### config.mk
export PLATFORM = sky130hd
export DESIGN_NAME = auth_ctrl
export DESIGN_NICKNAME = d
export VERILOG_FILES = /design/src/rtl/auth_pkg.sv /design/src/rtl/auth_decide.sv /design/src/rtl/auth_ctrl.sv
export SDC_FILE = /design/constraint.sdc
export NUM_CORES = 1
export LEC_CHECK = 0
export BUFFER_PORTS_ARGS = -buffer_cell sky130_fd_sc_hd__buf_2
export CAP_MARGIN = 20
export CORE_ASPECT_RATIO = 1.75
export CORE_UTILIZATION = 45
export DETAILED_ROUTE_END_ITERATION = 8
export GPL_ROUTABILITY_DRIVEN = 1
export HOLD_SLACK_MARGIN = 0.12
export MAX_ROUTING_LAYER = met4
export PLACE_DENSITY = 0.73
export SLEW_MARGIN = 10
export SYNTH_ARGS = -nofsm -noshare
export SYNTH_HDL_FRONTEND = slang
export SYNTH_SLANG_ARGS = --single-unit
### constraint.sdc
create_clock -name clk_i -period 3 [get_ports clk_i]
set_input_delay 0.6 -clock clk_i [delete_from_list [all_inputs] [get_ports clk_i]]
set_output_delay 0.6 -clock clk_i [all_outputs]
set_load 0.05 [all_outputs]
### src/rtl/auth_pkg.sv
// Shared types and constants for the user-record authentication controller.
// Record layout mirrors the SRAM fields: password, try count, admin bit, lock bit.
package auth_pkg;

  localparam int unsigned ADDR_W = 12;
  localparam int unsigned PASS_W = 16;
  localparam int unsigned CNT_W  = 4;

  localparam logic [1:0] ST_OK         = 2'b00;
  localparam logic [1:0] ST_BAD        = 2'b01;
  localparam logic [1:0] ST_LOCKED     = 2'b10;
  localparam logic [1:0] ST_LOCKED_NOW = 2'b11;

  localparam logic RW_READ  = 1'b0;
  localparam logic RW_WRITE = 1'b1;

  typedef enum logic [2:0] {
    StIdle,
    StRd,
    StChk,
    StWr,
    StDone
  } state_e;

  typedef struct packed {
    logic [PASS_W-1:0] pass;
    logic [CNT_W-1:0]  count;
    logic              admin;
    logic              lock;
  } rec_t;

  // Saturating increment: a maxed-out count must never wrap back to zero.
  function automatic logic [CNT_W-1:0] sat_inc(input logic [CNT_W-1:0] c);
    return (c == {CNT_W{1'b1}}) ? c : c + CNT_W'(1);
  endfunction

endpackage

### src/rtl/auth_decide.sv
// Combinational verdict on one user record: outcome status, updated try count
// and which record fields must be written back.
module auth_decide
  import auth_pkg::*;
#(
  parameter int unsigned MaxTries = 3
) (
  input  rec_t              rec_i,
  input  logic              op_i,
  input  logic [PASS_W-1:0] pass_try_i,
  output logic [1:0]        status_o,
  output logic [CNT_W-1:0]  count_o,
  output logic              admin_o,
  output logic              wr_count_o,
  output logic              wr_lock_o,
  output logic              wr_pass_o
);

  logic [CNT_W-1:0] inc;

  assign inc = sat_inc(rec_i.count);

  always_comb begin
    status_o   = ST_BAD;
    count_o    = rec_i.count;
    admin_o    = 1'b0;
    wr_count_o = 1'b0;
    wr_lock_o  = 1'b0;
    wr_pass_o  = 1'b0;
    if (rec_i.lock) begin
      status_o = ST_LOCKED;
    end else if (rec_i.pass == pass_try_i) begin
      status_o   = ST_OK;
      count_o    = '0;
      admin_o    = rec_i.admin;
      wr_count_o = (rec_i.count != '0);
      wr_pass_o  = op_i;
    end else begin
      count_o    = inc;
      wr_count_o = 1'b1;
      if ({{(32 - CNT_W){1'b0}}, inc} >= MaxTries) begin
        wr_lock_o = 1'b1;
        status_o  = ST_LOCKED_NOW;
      end
    end
  end

endmodule

### src/rtl/auth_ctrl.sv
// Login / change-password controller: reads a user record from SRAM, decides,
// writes back count/lock/password, and reports the outcome with a done pulse.
module auth_ctrl
  import auth_pkg::*;
#(
  parameter int unsigned MaxTries = 3,
  parameter int unsigned RdLat    = 1
) (
  input  logic              clk_i,
  input  logic              rst_ni,
  input  logic              req_i,
  input  logic              op_i,
  input  logic [ADDR_W-1:0] user_id_i,
  input  logic [PASS_W-1:0] pass_try_i,
  input  logic [PASS_W-1:0] pass_new_i,
  output logic              busy_o,
  output logic              done_o,
  output logic [1:0]        status_o,
  output logic              is_admin_o,
  output logic [CNT_W-1:0]  tries_o,
  output logic              mem_cs_o,
  output logic              mem_pass_rw_o,
  output logic              mem_count_rw_o,
  output logic              mem_admin_rw_o,
  output logic              mem_lock_rw_o,
  output logic [ADDR_W-1:0] mem_addr_o,
  output logic [PASS_W-1:0] mem_pass_wr_o,
  output logic [CNT_W-1:0]  mem_count_wr_o,
  output logic              mem_admin_wr_o,
  output logic              mem_lock_wr_o,
  input  logic [PASS_W-1:0] mem_pass_rd_i,
  input  logic [CNT_W-1:0]  mem_count_rd_i,
  input  logic              mem_admin_rd_i,
  input  logic              mem_lock_rd_i
);

  localparam logic [1:0] RdLast = 2'(RdLat - 1);

  state_e            state_q, state_d;
  logic [1:0]        rd_cnt_q, rd_cnt_d;
  logic              op_q, op_d;
  logic [ADDR_W-1:0] addr_q, addr_d;
  logic [PASS_W-1:0] pass_try_q, pass_try_d;
  logic [PASS_W-1:0] pass_new_q, pass_new_d;
  // Decision from CHK; only copied to the visible outputs on entry to DONE.
  logic [1:0]        dec_status_q, dec_status_d;
  logic [CNT_W-1:0]  dec_count_q, dec_count_d;
  logic              dec_admin_q, dec_admin_d;
  logic              wr_count_q, wr_count_d;
  logic              wr_lock_q, wr_lock_d;
  logic              wr_pass_q, wr_pass_d;
  logic [1:0]        status_q, status_d;
  logic              admin_q, admin_d;
  logic [CNT_W-1:0]  tries_q, tries_d;

  rec_t              rd_rec;
  logic [1:0]        dec_status;
  logic [CNT_W-1:0]  dec_count;
  logic              dec_admin, dec_wr_count, dec_wr_lock, dec_wr_pass;

  assign rd_rec = {mem_pass_rd_i, mem_count_rd_i, mem_admin_rd_i, mem_lock_rd_i};

  auth_decide #(
    .MaxTries(MaxTries)
  ) u_decide (
    .rec_i     (rd_rec),
    .op_i      (op_q),
    .pass_try_i(pass_try_q),
    .status_o  (dec_status),
    .count_o   (dec_count),
    .admin_o   (dec_admin),
    .wr_count_o(dec_wr_count),
    .wr_lock_o (dec_wr_lock),
    .wr_pass_o (dec_wr_pass)
  );

  always_comb begin
    state_d      = state_q;
    rd_cnt_d     = rd_cnt_q;
    op_d         = op_q;
    addr_d       = addr_q;
    pass_try_d   = pass_try_q;
    pass_new_d   = pass_new_q;
    dec_status_d = dec_status_q;
    dec_count_d  = dec_count_q;
    dec_admin_d  = dec_admin_q;
    wr_count_d   = wr_count_q;
    wr_lock_d    = wr_lock_q;
    wr_pass_d    = wr_pass_q;
    status_d     = status_q;
    admin_d      = admin_q;
    tries_d      = tries_q;
    unique case (state_q)
      StIdle: begin
        if (req_i) begin
          op_d       = op_i;
          addr_d     = user_id_i;
          pass_try_d = pass_try_i;
          pass_new_d = pass_new_i;
          rd_cnt_d   = '0;
          state_d    = StRd;
        end
      end
      StRd: begin
        if (rd_cnt_q == RdLast) state_d = StChk;
        else                    rd_cnt_d = rd_cnt_q + 2'd1;
      end
      StChk: begin
        dec_status_d = dec_status;
        dec_count_d  = dec_count;
        dec_admin_d  = dec_admin;
        wr_count_d   = dec_wr_count;
        wr_lock_d    = dec_wr_lock;
        wr_pass_d    = dec_wr_pass;
        state_d      = StWr;
      end
      StWr: begin
        status_d = dec_status_q;
        admin_d  = dec_admin_q;
        tries_d  = dec_count_q;
        state_d  = StDone;
      end
      StDone:  state_d = StIdle;
      default: state_d = StIdle;
    endcase
  end

  always_ff @(posedge clk_i or negedge rst_ni) begin
    if (!rst_ni) begin
      state_q      <= StIdle;
      rd_cnt_q     <= '0;
      op_q         <= 1'b0;
      addr_q       <= '0;
      pass_try_q   <= '0;
      pass_new_q   <= '0;
      dec_status_q <= ST_OK;
      dec_count_q  <= '0;
      dec_admin_q  <= 1'b0;
      wr_count_q   <= 1'b0;
      wr_lock_q    <= 1'b0;
      wr_pass_q    <= 1'b0;
      status_q     <= ST_OK;
      admin_q      <= 1'b0;
      tries_q      <= '0;
    end else begin
      state_q      <= state_d;
      rd_cnt_q     <= rd_cnt_d;
      op_q         <= op_d;
      addr_q       <= addr_d;
      pass_try_q   <= pass_try_d;
      pass_new_q   <= pass_new_d;
      dec_status_q <= dec_status_d;
      dec_count_q  <= dec_count_d;
      dec_admin_q  <= dec_admin_d;
      wr_count_q   <= wr_count_d;
      wr_lock_q    <= wr_lock_d;
      wr_pass_q    <= wr_pass_d;
      status_q     <= status_d;
      admin_q      <= admin_d;
      tries_q      <= tries_d;
    end
  end

  // Strobes decode straight from state so an async reset drops them at once.
  always_comb begin
    mem_cs_o       = 1'b0;
    mem_pass_rw_o  = RW_READ;
    mem_count_rw_o = RW_READ;
    mem_admin_rw_o = RW_READ;
    mem_lock_rw_o  = RW_READ;
    if (state_q == StRd) begin
      mem_cs_o = 1'b1;
    end else if (state_q == StWr) begin
      mem_cs_o       = wr_count_q | wr_lock_q | wr_pass_q;
      mem_pass_rw_o  = wr_pass_q ? RW_WRITE : RW_READ;
      mem_count_rw_o = wr_count_q ? RW_WRITE : RW_READ;
      mem_lock_rw_o  = wr_lock_q ? RW_WRITE : RW_READ;
    end
  end

  assign busy_o         = (state_q != StIdle);
  assign done_o         = (state_q == StDone);
  assign status_o       = status_q;
  assign is_admin_o     = admin_q;
  assign tries_o        = tries_q;
  assign mem_addr_o     = addr_q;
  assign mem_pass_wr_o  = pass_new_q;
  assign mem_count_wr_o = dec_count_q;
  assign mem_admin_wr_o = 1'b0;
  assign mem_lock_wr_o  = wr_lock_q;

endmodule

==> summary.txt <==
Run status
  • Run status: complete, no violations

Synth
  • Mapped Cells: 235
  • Avg Cell Area, Syn: 12.9 µm²
  • Cell taking the most area after synthesis: dfrtp_1
  • EDFF count, synth: 0
  • Register area share after synthesis: 55.4%
  • Unique masters post-synth: 36
  • Syn. warnings: 0
  • Post-synth top area share: 55.4%
  • Top post-synthesis cells by area: dfrtp_1 (55%), mux2_2 (16%), xnor2_1 (4.9%)
  • FFs w/ async S/R, synth: 100%
  • Synth Flop Type: dfrtp_1
  • Mapped cell area: 3030 µm²
  • Register bit total from synthesis: 67

Job
  • Max-cap viol count: 0

GRT
  • Initial antenna violation count: 0
  • Vias in the first global route: 2323
  • First-pass GRT wire length: 10000 µm
  • Congestion Overflow GR: 0
  • Largest net degree at the start of global routing: 47
  • GRT Util Overall: 19.1%

Worst setup path
  • Worst R2R Start: state_q[0]
  • Crit path largest cell delay: 0.52 ns
  • Worst-path cell chain: nand3b_4, inv_2, and2_2, or4_4, buf_2
  • Cell family with most CP delay: simple AND/OR/NAND/NOR gates
  • Worst Path Required: 2.40 ns
  • Critical path arrival: 2.10 ns
  • Crit path from: state_q[2]
  • Setup CP Type: reg -> out
  • Critical path buffer and inverter count: 2
  • Startpoint Class: flip-flop
  • CP max FO: 11
  • R2R setup slack: 0.89 ns
  • Crit Reg-Reg Endpoint: rd_cnt_q[0]
  • R2R cell count: 4
  • Crit. End Element: output pin
  • Slowest CP cell: or4_4

Floorplan
  • FP Rows: 39
  • Die ar.: 7070 µm²
  • Ports: 118
  • Die Y: 110 µm
  • Core Area: 6490 µm²
  • Die Wd: 64.0 µm
  • Initial Util: 46.6%

Timing
  • Final TNS setup: 0 ns
  • Final period utilization: 90.0%
  • Hold slack final: 0.323 ns
  • RSZ-0062 raised after global routing: no
  • Final Max Slew Viols: 0
  • Hold Vio Cnt, Final: 0
  • Maximum clock frequency: 370 MHz
  • Minimum clock period: 2.70 ns
  • Slew @ Worst Pin: 0.760 ns
  • Relative max-transition margin: 49.4%
  • Final WS setup: 0.300 ns
  • Layout Skew: 0.00611 ns
  • Final Setup Violations: 0

Clocking
  • Longest Clk Path Bufs: 2
  • # clock sinks: 67
  • H-tree depth: 3
  • CTS Hold Bufs: 0
  • Post-CTS setup buffers: 0
  • Clock Tree Root: clkbuf_16
  • Clk slew on worst S/H paths: 0.05 ns
  • TritonCTS buffer count: 9
  • CTS tree: done
  • Post-cts sizing count: 0
  • Clock Latency Late Sink: 0.32 ns

Detailed routing
  • Number of DRC markers in iteration 0: 52
  • Routed vias: 2230
  • Via-per-instance ratio: 5.07
  • Final ANT Viol Nets: 0
  • DRT Pass-1 Iters: 5
  • DRC Markers: 0
  • Routed WL: 5980 µm
  • WL per Instance: 13.6 µm

Final layout
  • Final net count: 428
  • Post-Layout Inst Area: 3890 µm²
  • Most common cell after layout, fill and taps aside: buf_2
  • Util after Layout: 60.0%
  • Non-Filler Instances: 440
  • Most frequent cells in the layout: buf_2 (115), dfrtp_1 (67), mux2_2 (44), nand2_1 (28), xnor2_1 (17)
  • Synth-to-Final Area Change: 28.6%
  • ANT cells: 0
  • Fraction of layout cells with a size suffix above 1: 50.3%

Power and ir drop
  • Lkg Pwr: 1.92 nW
  • Design Power: 4.83 mW
  • Maximum VDD drop: 0.000613 V
  • PwrDens: 1240 nW/µm²

Hold path
  • Worst Hold Class: in -> async

Place
  • Pre-CTS WS: 0.637 ns
  • Port bufs: 115
  • Placed cell area: 3650 µm²
  • DP HPWL: 4510 µm
  • Placer Congestion: 0.847
  • Placed Instances: 426
-- sequential cells by signal, summed over array words and instances, names as in the netlist --
register	cells
mem_count_wr_o	4
mem_pass_wr_o	16
dec_admin_q	1
dec_status_q	2
is_admin_o	1
pass_try_q	16
state_q	3
mem_lock_wr_o	1
status_o	2
mem_addr_o	12
wr_count_q	1
tries_o	4
op_q	1
wr_pass_q	1
rd_cnt_q	2
-- per-layer routing --
metal	vias up	GRT usage [%]	wire length, µm
met1	1074	19.2	2250
met4	0	12.1	175
li1	1053	-	-
met2	88	32.8	3260
met3	15	3.62	298
met5	-	-	0
-- worst register-to-register path, cell delays in order (launching register included) --
cell and delay [ns]:
dfrtp_1 0.49, or3_4 0.48, nor2_8 0.60, nor2_1 0.14, mux2_2 0.29
-- final cells by class --
cell class,count,area [µm²]
multi-input cells,154,1240
well taps,82,103
fillers,545,2600
inverters,6,22.5
flip-flops and latches,67,1680
clock buffers,14,244
repair buffers,117,603
-- worst max path at each step --
stage | to | slack (ns) | depth (start not counted)
after floorplan | done_o | 0.73 | 2
after global placement | mem_cs_o | 0.68 | 5
after detailed placement | mem_cs_o | 0.64 | 5
after CTS | mem_cs_o | 0.29 | 5
after global routing | mem_cs_o | 0.22 | 5
final | mem_cs_o | 0.30 | 5
-- synthesized netlist by cell type, types with 2 or more instances --
master     n
xnor2_1   17
o21ai_0    5
nor2b_1    2
nor2_1     6
nand3_1    2
nand4_1    4
a21oi_1    7
buf_4      4
nand2b_1   2
dfrtp_1   67
mux2_1     2
a32o_1     3
nor3b_1    2
mux2_2    44
nand2_1   28
mux2i_1    2
and2_2     2
and3_1     4
inv_1      5
o31ai_1    5
ha_1       3
buf_6      5
-- cell families after synthesis --
| logic type | synth area share (%) |
|---|---|
| flops | 55.4 |
| xor+xnor | 4.92 |
| simple gates | 11.9 |
| mux | 17.8 |
| other cells | 0.124 |
| buf+inv | 3.60 |
| compound gates | 5.04 |
| fa+ha+maj | 1.24 |
-- report_power, final --
group | leakage, nW | total (mW) | internal, mW | switching (mW)
clock network | 0.117 | 0.877 | 0.550 | 0.327
registers | 0.808 | 1.60 | 1.33 | 0.267
logic | 0.998 | 2.36 | 0.786 | 1.57
total | 1.92 | 4.83 | 2.66 | 2.17
Note: power is estimated with default switching activity, not from simulation.
